**src/rtl/lives_score_tracker.sv**
```systemverilog
// Lives, score, combo and high-score bookkeeping for the fruit game.
// Tracks game phase from the flow FSM and turns fruit events into outputs.
module lives_score_tracker #(
  parameter int MAX_LIVES  = 3,
  parameter int SCORE_W    = 10,
  parameter int COMBO_WIN  = 25000000,
  parameter int INVULN_CYC = 25000000
) (
  input  logic               Clk,
  input  logic               Reset,
  input  logic               start_screen,
  input  logic               throw_fruit,
  input  logic               end_screen,
  input  logic               slice_evt,
  input  logic               miss_evt,
  input  logic               bomb_evt,
  output logic [2:0]         lives,
  output logic               start_cut,
  output logic [SCORE_W-1:0] score,
  output logic [SCORE_W-1:0] high_score,
  output logic [2:0]         combo,
  output logic               invuln,
  output logic               life_lost
);

  localparam int CW = $clog2(COMBO_WIN + 1);
  localparam int IW = $clog2(INVULN_CYC + 1);

  typedef enum logic [1:0] {
    IDLE,
    PLAY,
    DONE
  } phase_t;

  phase_t             r_phase, w_phase;
  logic [2:0]         r_lives, w_lives;
  logic               r_start_cut, w_start_cut;
  logic [SCORE_W-1:0] r_score, w_score;
  logic [SCORE_W-1:0] r_high, w_high;
  logic [2:0]         r_combo, w_combo;
  logic               r_invuln, w_invuln;
  logic               r_life_lost, w_life_lost;
  logic [CW-1:0]      r_ctmr, w_ctmr;
  logic [IW-1:0]      r_itmr, w_itmr;

  logic               w_sel_done;
  logic               w_sel_play;
  logic               w_sel_idle;
  logic [SCORE_W-1:0] w_base;
  logic               w_alive;
  logic               w_bomb;
  logic               w_miss;
  logic [2:0]         w_cinc;
  logic [2:0]         w_add;
  logic [SCORE_W:0]   w_sum;

  assign w_sel_done = end_screen;
  assign w_sel_play = throw_fruit & ~end_screen;
  assign w_sel_idle = start_screen & ~throw_fruit & ~end_screen;

  // Score restarts from zero on the first play cycle after the start screen.
  assign w_base  = (r_phase == IDLE) ? '0 : r_score;
  assign w_alive = (r_lives != 3'd0);
  assign w_bomb  = bomb_evt & w_alive;
  assign w_miss  = miss_evt & w_alive & ~r_invuln & ~bomb_evt;
  assign w_cinc  = (r_ctmr == '0)     ? 3'd0 :
                   (r_combo == 3'd7)  ? 3'd7 :
                   r_combo + 3'd1;
  // A slice landing with a real miss scores on the combo it had before.
  assign w_add   = w_miss ? r_combo : w_cinc;
  assign w_sum   = {1'b0, w_base} + (SCORE_W+1)'(w_add)
                 + (SCORE_W+1)'(1);

  always_comb begin
    w_phase     = r_phase;
    w_lives     = r_lives;
    w_start_cut = 1'b0;
    w_score     = r_score;
    w_high      = r_high;
    w_combo     = r_combo;
    w_invuln    = r_invuln;
    w_life_lost = 1'b0;
    w_ctmr      = r_ctmr;
    w_itmr      = r_itmr;
    unique case (1'b1)
      w_sel_done: begin
        w_phase = DONE;
        if (r_score > r_high) w_high = r_score;
      end
      w_sel_play: begin
        w_phase = PLAY;
        w_score = w_base;
        if (slice_evt) begin
          w_score = w_sum[SCORE_W] ? '1 : w_sum[SCORE_W-1:0];
        end
        if (w_bomb | w_miss) begin
          w_combo = 3'd0;
          w_ctmr  = '0;
        end else if (slice_evt) begin
          w_combo = w_cinc;
          w_ctmr  = CW'(COMBO_WIN);
        end else if (r_ctmr != '0) begin
          w_ctmr = r_ctmr - 1'b1;
          if (r_ctmr == CW'(1)) w_combo = 3'd0;
        end
        if (w_miss) begin
          w_invuln = 1'b1;
          w_itmr   = IW'(INVULN_CYC);
        end else if (r_itmr != '0) begin
          w_itmr = r_itmr - 1'b1;
          if (r_itmr == IW'(1)) w_invuln = 1'b0;
        end
        if (w_bomb) begin
          w_lives     = 3'd0;
          w_life_lost = 1'b1;
        end else if (w_miss) begin
          w_lives     = r_lives - 3'd1;
          w_life_lost = 1'b1;
        end
      end
      w_sel_idle: begin
        w_phase     = IDLE;
        w_lives     = 3'(MAX_LIVES);
        w_combo     = 3'd0;
        w_invuln    = 1'b0;
        w_ctmr      = '0;
        w_itmr      = '0;
        w_start_cut = slice_evt & ~r_start_cut;
      end
      default: begin
      end
    endcase
  end

  always_ff @(posedge Clk) begin
    if (!Reset) begin
      r_phase     <= IDLE;
      r_lives     <= 3'(MAX_LIVES);
      r_start_cut <= 1'b0;
      r_score     <= '0;
      r_high      <= '0;
      r_combo     <= 3'd0;
      r_invuln    <= 1'b0;
      r_life_lost <= 1'b0;
      r_ctmr      <= '0;
      r_itmr      <= '0;
    end else begin
      r_phase     <= w_phase;
      r_lives     <= w_lives;
      r_start_cut <= w_start_cut;
      r_score     <= w_score;
      r_high      <= w_high;
      r_combo     <= w_combo;
      r_invuln    <= w_invuln;
      r_life_lost <= w_life_lost;
      r_ctmr      <= w_ctmr;
      r_itmr      <= w_itmr;
    end
  end

  assign lives      = r_lives;
  assign start_cut  = r_start_cut;
  assign score      = r_score;
  assign high_score = r_high;
  assign combo      = r_combo;
  assign invuln     = r_invuln;
  assign life_lost  = r_life_lost;

endmodule

```
**config.mk**
```make
export PLATFORM = sky130hd
export DESIGN_NAME = lives_score_tracker
export DESIGN_NICKNAME = d
export VERILOG_FILES = /design/src/rtl/lives_score_tracker.sv
export SDC_FILE = /design/constraint.sdc
export NUM_CORES = 1
export LEC_CHECK = 0
export CAP_MARGIN = 20
export CELL_PAD_IN_SITES_DETAIL_PLACEMENT = 1
export CELL_PAD_IN_SITES_GLOBAL_PLACEMENT = 1
export CORE_AREA = 2 2 118 120
export DETAILED_ROUTE_END_ITERATION = 7
export DIE_AREA = 0 0 120 122
export GPL_TIMING_DRIVEN = 0
export PLACE_DENSITY_LB_ADDON = 0.1
export SYNTH_ARGS = -nofsm -noshare
export SYNTH_HDL_FRONTEND = slang
export SYNTH_SLANG_ARGS = --single-unit
export TNS_END_PERCENT = 100
```
**constraint.sdc**
```tcl
create_clock -name Clk -period 2.8 [get_ports Clk]
set_input_delay 0.42 -clock Clk [delete_from_list [all_inputs] [get_ports Clk]]
set_output_delay 0.42 -clock Clk [all_outputs]
set_load 0.01 [all_outputs]
```
==> flow_summary.ini, run 1 <==
[grt]
grt_pass1_wl_um = 31300
grt_pass1_vias = 5854
overflow = 0
grt_max_degree = 13
antenna_found_initial = 0
grt_usage = 0.271

[finish]
nets = 756
stdcell_count = 911
synthToLayoutAreaGrowth_pct = 26.2
stdcell_area_um2 = 6640
drive_gt1_frac = 0.182
n_antenna_cell = 0

[yosys]
synth_cell_type_count = 80
synth_seq_cells = 81
synth-async-reset-ratio = 0
synth_nets = 681
synth-edff-count = 0
synth_top_family_by_area = simple AND/OR/NAND/NOR gates
syn_area_um2 = 5260
synth_fa_ha_area_frac = 0.0514
syn_inst = 652
avgSynthCellArea_um2 = 8.07
ys_warn_count = 0
muxShareOfSynthArea = 0.0305
synth-compound-area-share = 0.270
synth-simple-area-share = 0.295
yosysSeqAreaShare = 0.308
synthXorXnorAreaFrac = 0
synth_ff_type = dfxtp_1

[sta]
max_freq_mhz = 343
rsz0062_at_grt = yes
setup_viol = 9
tightest_slew_ps = 833
hold_viol_final = 0
setup_ws_ps = -115
finalCriticalPeriod_ps = 2910
slew_headroom = 0.441
fin_skew_ps = 6.45
drv_slew = 0
min_period_over_period = 1.04

[routing]
wire_per_inst_um = 21.8
drc = 0
viasPerCell = 6.21
ant_nets = 0
routed_wl_um = 19800
firstDrtPassIters = 5
num_vias = 5654
drt_iter0_markers = 351

[placed_design]
hpwl_um = 14000
gp_congestion = 0.874
placed_cell_area_um2 = 5920
portBuffers = 35
dpl_worst_slack_ps = -849
placed_cells = 867

[floorplanning]
core_um2 = 13500
start_util = 0.389
io-pin-count = 37
die_x_um = 120
die_h_um = 122
die_area_um2 = 14600
rows = 43

[power_and_ir_drop]
leakage_nw = 2.49
ir_drop_mv = 0.319
power_density_nw_per_um2 = 623

[run_status]
violations = setup timing
outcome = complete, but fails checks

[clocking]
clk_latency_ps = 350
numClockSinks = 81
cts_tree = done
cts_max_path_buffers = 2
root_buffer = clkbuf_16
clk_pin_slew_ps = 60
cts_hold_buffers = 0
cts_made_buffers = 9
htreeDepth = 3

[worst_setup_path]
criticalPathCategory = flip-flop to flip-flop
r2r_cells = 14
worstPathRequired_ps = 3000
cp-start-kind = flip-flop
r2r_start = r_ctmr[6]
r2r_slack_ps = -110
cp.arrival_ps = 3120
r2r-end = score[4]
cp_max_fo = 6
cp-end-kind = flip-flop

[min_path]
worstHoldStart = start_cut
min_to = start_cut
worst_hold_path.num_cells = 1
hold_path_class = flip-flop to flip-flop

[flow_run]
max_cap_viol_count = 0
==> Yosys cell counts (15+ instances only) <==
cell type,instances,area [um2]
dfxtp_1,81,1620
nand2_1,77,289
nor2_1,52,195
a21oi_1,40,200
o21ai_0,37,185
nor3_1,30,150
clkbuf_1,27,101
inv_1,26,97.6
nand3_1,22,110
ha_1,20,250
a31oi_1,17,106
mux2i_1,16,160
a211oi_1,15,113
==> routing by layer <==
metal  wire, um  vias up  global-route usage
met5          0        -                   0
met1       8940     2831               0.350
met2       9620      141               0.457
met4        452        0               0.110
li1           -     2643                   -
met3        825       39              0.0356
==> area by class of cell <==
| type | instances | area, um2 |
|---|---|---|
| fill | 1608 | 6870 |
| inverter | 27 | 106 |
| tap | 180 | 225 |
| multi-input combinational | 511 | 3640 |
| clock inverter | 3 | 40.0 |
| timing repair buffer | 64 | 573 |
| sequential | 81 | 1630 |
| buffer | 33 | 164 |
| clock buffer | 12 | 256 |
==> logic make-up (layout without fill, tap and decap cells) <==
| family | Yosys count | after routing |
|---|---|---|
| AO/OA/AOI/OAI | 198 | 198 |
| AND/OR/NAND/NOR | 276 | 276 |
| buffers and inverters | 60 | 139 |
| flip-flops | 81 | 81 |
| adder cells (fa/ha/maj) | 21 | 21 |
| multiplexers | 16 | 16 |
==> how the worst max path moves through the flow <==
stage / startpoint / endpoint / slack, ps / cells after the start
detailed placement: bomb_evt / score[7] / -850 / 12
floorplan: r_ctmr[1] / score[7] / 2 / 14
global route: r_ctmr[1] / score[3] / -260 / 15
global placement: bomb_evt / score[7] / -800 / 12
CTS: r_ctmr[0] / score[1] / -40 / 14
finish: r_ctmr[6] / score[4] / -110 / 14
==> state kept, by name, summed over array words and instances, names as in the netlist <==
| name | count |
|---|---|
| r_phase | 2 |
| life_lost | 1 |
| combo | 3 |
| invuln | 1 |
| score | 10 |
| high_score | 10 |
| r_itmr | 25 |
| lives | 3 |
| start_cut | 1 |
| r_ctmr | 25 |
==> cell usage in the layout, fill, tap and decap left out, types with 5 or more instances in the layout <==
master	synthesis	final
a31oi_1	17	15
or3_1	11	11
nor2_1	52	49
nor4_1	11	10
a211oi_1	15	15
ha_1	20	17
nor2b_1	7	5
nand2_1	77	74
nand4_1	10	10
inv_1	26	22
buf_4	0	27
o32ai_1	5	5
o21ai_1	0	5
a21oi_1	40	37
clkdlybuf4s50_1	0	33
and3_1	6	6
nor4_4	3	5
a21o_1	6	6
mux2i_1	16	16
or2_2	6	5
o211ai_1	8	8
o21ai_0	37	31
nand3_1	22	22
clkbuf_1	27	25
nor3_1	30	27
dfxtp_1	81	77
clkbuf_16	0	9
o21a_1	7	6
==> what timing repair did <==
| action | in CTS | in global routing |
|---|---|---|
| pin swaps | 16 | 19 |
| resized for setup | 29 | 22 |
| endpoints found under the hold margin | 0 | 0 |
| setup endpoints to repair | 10 | 44 |
| setup buffers | 19 | 11 |
==> critical path: stages (launching register included) <==
cell      delay [ps]
dfxtp_1          380
nor4_4           400
and4_1           280
buf_6            120
nand2_4           50
a22oi_2          170
ha_2             230
fa_2             240
nor2b_4           50
o211ai_1         290
buf_4            200
nor2_4            50
buf_4            140
o21ai_2          100
a21oi_1           80
==> through the flow <==
stage	hold WS, ps	TNS [ps]	util	power, mW
global placement	450	-11270	0.438	2.72
detailed placement	470	-13890	0.438	2.77
floorplan	440	0	-	2.39
global route	498	-2220	0.491	4.35
CTS	480	-72.0	0.480	4.07
finish	474	-401	0.491	4.13
==> report_power, final <==
group	internal (mW)	leakage (nW)	switching [mW]
combinational	0.595	1.68	0.928
sequential	1.24	0.659	0.140
clock	0.732	0.148	0.492
Power figures use the tool's default switching activity.
==> inputs of run 2 (changes only) <==
--- a/config.mk
+++ b/config.mk
@@ -8,9 +8,10 @@
 export CAP_MARGIN = 20
 export CELL_PAD_IN_SITES_DETAIL_PLACEMENT = 1
 export CELL_PAD_IN_SITES_GLOBAL_PLACEMENT = 1
-export CORE_AREA = 2 2 118 120
+export CORE_AREA = 2 2 152 94
 export DETAILED_ROUTE_END_ITERATION = 7
-export DIE_AREA = 0 0 120 122
+export DIE_AREA = 0 0 154 96
+export GPL_ROUTABILITY_DRIVEN = 0
 export GPL_TIMING_DRIVEN = 0
 export PLACE_DENSITY_LB_ADDON = 0.1
 export SYNTH_ARGS = -nofsm -noshare
==> run 2 against run 1 <==
Effect of this change: total power grew 0.80%; die area grew 0.98%; clock power is essentially flat; critical path depth is the same; clock-buffer cell count grew 1; first-iteration DRC count shrank 3.1%; register-to-register slack gained 60 ps; the flow still finishes with violations (setup timing); via count grew 1.4%; combinational power is essentially flat; critical path type unchanged; largest cell class unchanged; design area shrank 1.1%.
==> flow_summary.ini, run 2 (synthesis gave the netlist of run 1 again) <==
[clocking]
cts_tree = done
htreeDepth = 3
clk_pin_slew_ps = 70
clk_latency_ps = 350
root_buffer = clkbuf_16
numClockSinks = 81
cts_made_buffers = 9
cts_max_path_buffers = 2

[grt]
grt_max_degree = 13
antenna_found_initial = 0
grt_pass1_wl_um = 32500
grt_usage = 0.288
overflow = 0
grt_pass1_vias = 5595

[sta]
min_period_over_period = 1.02
hold_viol_final = 0
rsz0062_at_grt = yes
drv_slew = 0
fin_skew_ps = 10.2
setup_viol = 8
finalCriticalPeriod_ps = 2860
slew_headroom = 0.298
setup_ws_ps = -58.3
tightest_slew_ps = 1040
max_freq_mhz = 350

[routing]
dr_wl_met3_um = 1750
wire_per_inst_um = 23.2
routed_wl_um = 20900
wl_met1_um = 10200
ant_nets = 0
drt_iter0_markers = 340
drc = 0
viasPerCell = 6.36
wl_met2_um = 8640
highest_layer = met4
num_vias = 5732
firstDrtPassIters = 4

[worst_setup_path]
r2r_cells = 14
r2r-end = score[7]
cp.arrival_ps = 3100
r2r_start = r_ctmr[0]
worstPathRequired_ps = 3040
r2r_slack_ps = -60
criticalPathCategory = flip-flop to flip-flop
crit_start = r_ctmr[0]
cp-end-kind = flip-flop
cp_max_fo = 4
cp-start-kind = flip-flop

[floorplanning]
core_um2 = 13400
die_x_um = 154
rows = 33
io-pin-count = 37
die_h_um = 96
die_area_um2 = 14800
start_util = 0.392

[finish]
nets = 751
stdcell_area_um2 = 6560
most-common-layout-cells = dfxtp_1, nand2_1, nor2_1
drive_gt1_frac = 0.174
final_common_cell = dfxtp_1
fin_util = 0.489
reg_top3 = r_ctmr x25, r_itmr x25
n_antenna_cell = 0
synthToLayoutAreaGrowth_pct = 24.7

[min_path]
worst_hold_path.num_cells = 1
worstHoldStart = start_cut
min_to = start_cut
hold_path_class = flip-flop to flip-flop

[placed_design]
portBuffers = 35
hpwl_um = 15100
dpl_worst_slack_ps = -1120
placed_cell_area_um2 = 5910

[power_and_ir_drop]
leakage_nw = 2.45
total_power_mw = 4.16
power_density_nw_per_um2 = 635
ir_drop_mv = 0.264

[run_status]
violations = setup timing
outcome = complete, but fails checks

[flow_run]
max_cap_viol_count = 0
-- run 2: cell count changes in the layout (fill, tap and decap cells not counted), sizes merged --
| cell | before | now |
|---|---|---|
| clkinv | 3 | 0 |
| clkinvlp | 0 | 2 |
| buf | 34 | 29 |
| clkdlybuf4s50 | 33 | 34 |
| dlygate4sd2 | 2 | 1 |
| clkbuf | 40 | 41 |
-- run 2: worst max-delay path by stage --
stage | end | cells past startpoint
after floorplan | score[7] | 14
after global placement | score[7] | 12
after detailed placement | score[3] | 12
after CTS | score[9] | 14
after global routing | score[6] | 15
final | score[7] | 14
-- run 2: report_power, final --
| part | internal [mW] | leakage [nW] | switching [mW] |
|---|---|---|---|
| logic | 0.579 | 1.65 | 0.952 |
| clock network | 0.737 | 0.142 | 0.506 |
| registers | 1.24 | 0.660 | 0.146 |
| total | 2.56 | 2.45 | 1.60 |
-- run 2: cell type report --
type                    count  area, um2
fillers                  1583       6860
multi-input cells         511       3600
flip-flops and latches     81       1630
repair buffers             59        533
clock buffers              13        260
well taps                 175        219
plain buffers              33        164
inverters                  27        108
clock inverters             2       37.5
-- run 2: what timing repair did --
item	4_1_cts	5_1_grt
hold buffers	0	0
setup buffers	21	4
setup endpoints to repair	10	35
pin swaps	19	9
resized for setup	29	16
-- run 2: stage by stage --
| step | setup TNS, ps | hold slack (ps) | cells |
|---|---|---|---|
| 2_1_floorplan | 0 | 440 | 652 |
| 3_3_place_gp | -13790 | 432 | 862 |
| 3_5_place_dp | -16950 | 448 | 862 |
| 4_1_cts | -77.6 | 456 | 898 |
| 5_1_grt | -1330 | 460 | 901 |
| 6_report | -276 | 455 | 901 |
-- run 2: routing by layer --
metal	GRT usage	up-vias
met1	0.408	2873
met5	0	-
met2	0.435	209
met3	0.0729	28
li1	-	2622
met4	0.0787	0
-- run 2: critical path, cell delays in order, from the launching register on --
cell,delay [ps]
dfxtp_4,340
inv_2,60
ha_4,140
nor4b_4,280
and4_1,270
buf_6,130
nand2_4,50
a22oi_2,150
ha_2,220
fa_2,240
nor2b_4,50
o211ai_1,270
or2_4,200
nand2_4,80
o221a_2,260
==> inputs of run 3 (changes only) <==
--- a/config.mk
+++ b/config.mk
@@ -8,9 +8,10 @@
 export CAP_MARGIN = 20
 export CELL_PAD_IN_SITES_DETAIL_PLACEMENT = 1
 export CELL_PAD_IN_SITES_GLOBAL_PLACEMENT = 1
-export CORE_AREA = 2 2 152 94
+export CORE_AREA = 2 2 148 92
+export CTS_BUF_LIST = sky130_fd_sc_hd__clkbuf_8
 export DETAILED_ROUTE_END_ITERATION = 7
-export DIE_AREA = 0 0 154 96
+export DIE_AREA = 0 0 150 94
 export GPL_ROUTABILITY_DRIVEN = 0
 export GPL_TIMING_DRIVEN = 0
 export PLACE_DENSITY_LB_ADDON = 0.1
==> run 3 against run 2 <==
Effect of this change: the flow still finishes with violations (setup timing); critical path depth shrank 3; utilization grew 2.2 points; design area shrank 1.5%; via count up 0.75%; non-clock buffer count fell by 1.
==> flow_summary.ini, run 3 (synthesis gave the netlist of run 1 again) <==
[run_status]
outcome = complete, but fails checks
violations = setup timing

[sta]
tightest_slew_ps = 1050
hold_viol_final = 0
finalCriticalPeriod_ps = 2870
drv_slew = 0
whs_ps = 440
rsz0062_at_grt = yes
timing.setup.tns_ps = -282
fin_skew_ps = 12.4
setup_viol = 5
setup_ws_ps = -73.9
max_freq_mhz = 348
min_period_over_period = 1.03
slew_headroom = 0.295

[worst_setup_path]
cp-start-kind = flip-flop
crit_buf_inv = 0
cp_max_fo = 6
cpMostUsedCell = nand2_4
slowest_delay_ps = 430
critPathTopFamily = simple AND/OR/NAND/NOR gates
crit_slowest_cell = dfxtp_1
worstPathRequired_ps = 3060
cp-end-kind = flip-flop
cp.arrival_ps = 3140
criticalPathCategory = flip-flop to flip-flop
crit_chain = nor3_2, and4_4, nand2_4, a22oi_2, ha_2, fa_2, nor2b_4, o211ai_1, or2_4, nand2_4, o221a_4

[min_path]
hold_path_class = flip-flop to flip-flop

[finish]
drive_gt1_frac = 0.183
most-common-layout-cells = nand2_1, dfxtp_1, nor2_1
fill_cells = 1558
final_common_cell = nand2_1
reg_top3 = r_ctmr x25, r_itmr x25
synthToLayoutAreaGrowth_pct = 22.9
fin_util = 0.511
stdcell_area_um2 = 6460
n_antenna_cell = 0
nets = 750
stdcell_count = 895

[power_and_ir_drop]
ir_drop_mv = 0.269
p_sw_frac = 0.412
leakage_nw = 2.42
total_power_mw = 3.77
p_sw_mw = 1.55
pwr-share-comb = 0.406
intPower_mw = 2.22
pwr-share-seq = 0.369
p_clk_frac = 0.225
power_density_nw_per_um2 = 583

[clocking]
cts_tree = done
clk_pin_slew_ps = 80
root_buffer = clkbuf_8
htreeDepth = 3
cts_max_path_buffers = 2
numClockSinks = 81
cts_made_buffers = 9
clk_latency_ps = 370

[routing]
num_vias = 5775
ant_nets = 0
routed_wl_um = 20800
dr_wl_met3_um = 1840
firstDrtPassIters = 5
drt_iter0_markers = 547
wl_met2_um = 8880
highest_layer = met4
wire_per_inst_um = 23.3
viasPerCell = 6.45
wl_met1_um = 9960
drc = 0

[placed_design]
placed_cells = 857
portBuffers = 35
hpwl_um = 15100
placed_cell_area_um2 = 5900
dpl_worst_slack_ps = -1050

[floorplanning]
die_x_um = 150
rows = 32
io-pin-count = 37
start_util = 0.416
die_area_um2 = 14100
die_h_um = 94
core_um2 = 12700

[flow_run]
max_cap_viol_count = 0

[grt]
grt_max_degree = 13
grt_pass1_vias = 5675
grt_usage = 0.301
grt_pass1_wl_um = 32400
antenna_found_initial = 0
overflow = 0
run 3: changes by cell type in the layout (fill, tap and decap cells not counted), sizes merged:
cell      delta
buf          -1
clkbuf       -4
clkinv       +4
clkinvlp     -2
inv          +2
run 3: layout make-up:
class	count	area, um2	share of cell area
sequential	81	1650	0.255
multi-input combinational	511	3640	0.563
inverter	27	106	0.0165
clock buffer	9	124	0.0192
buffer	31	148	0.0228
tap	170	213	0.0329
clock inverter	6	52.6	0.00813
timing repair buffer	60	537	0.0830
run 3: per-layer routing:
layer | vias to the layer above | GRT usage
met4 | 0 | 0.0645
met5 | - | 0
li1 | 2623 | -
met3 | 22 | 0.0879
met2 | 248 | 0.438
met1 | 2882 | 0.436
run 3: path summary, 6_finish.rpt:
check / depth (start not counted) / slack [ps] / from / endpoint
max: 11 / -70 / r_ctmr[9] / score[1]
max reg2reg: 11 / -70 / r_ctmr[9] / score[1]
min: 1 / 440 / start_cut / start_cut
min reg2reg: 1 / 440 / start_cut / start_cut
run 3: power by group through the flow:
stage / logic (mW) / registers [mW] / clock network [mW]
6_report: 1.53 / 1.39 / 0.848
2_1_floorplan: 1.02 / 1.37 / 0
4_1_cts: 1.48 / 1.39 / 0.860
3_3_place_gp: 1.34 / 1.40 / 0
3_5_place_dp: 1.39 / 1.41 / 0
5_1_grt: 1.66 / 1.41 / 0.912
run 3: worst reg2reg max path, cell delays in order, from the launching register on:
cell	delay [ps]
dfxtp_1	430
nor3_2	330
and4_4	310
nand2_4	60
a22oi_2	200
ha_2	250
fa_2	240
nor2b_4	50
o211ai_1	330
or2_4	210
nand2_4	90
o221a_4	260
run 3: timing repair:
| item | CTS | global route |
|---|---|---|
| pin swaps | 16 | 16 |
| setup buffers | 22 | 3 |
| resized for setup | 30 | 31 |
| endpoints found under the setup margin | 10 | 33 |
| hold buffers | 0 | 0 |
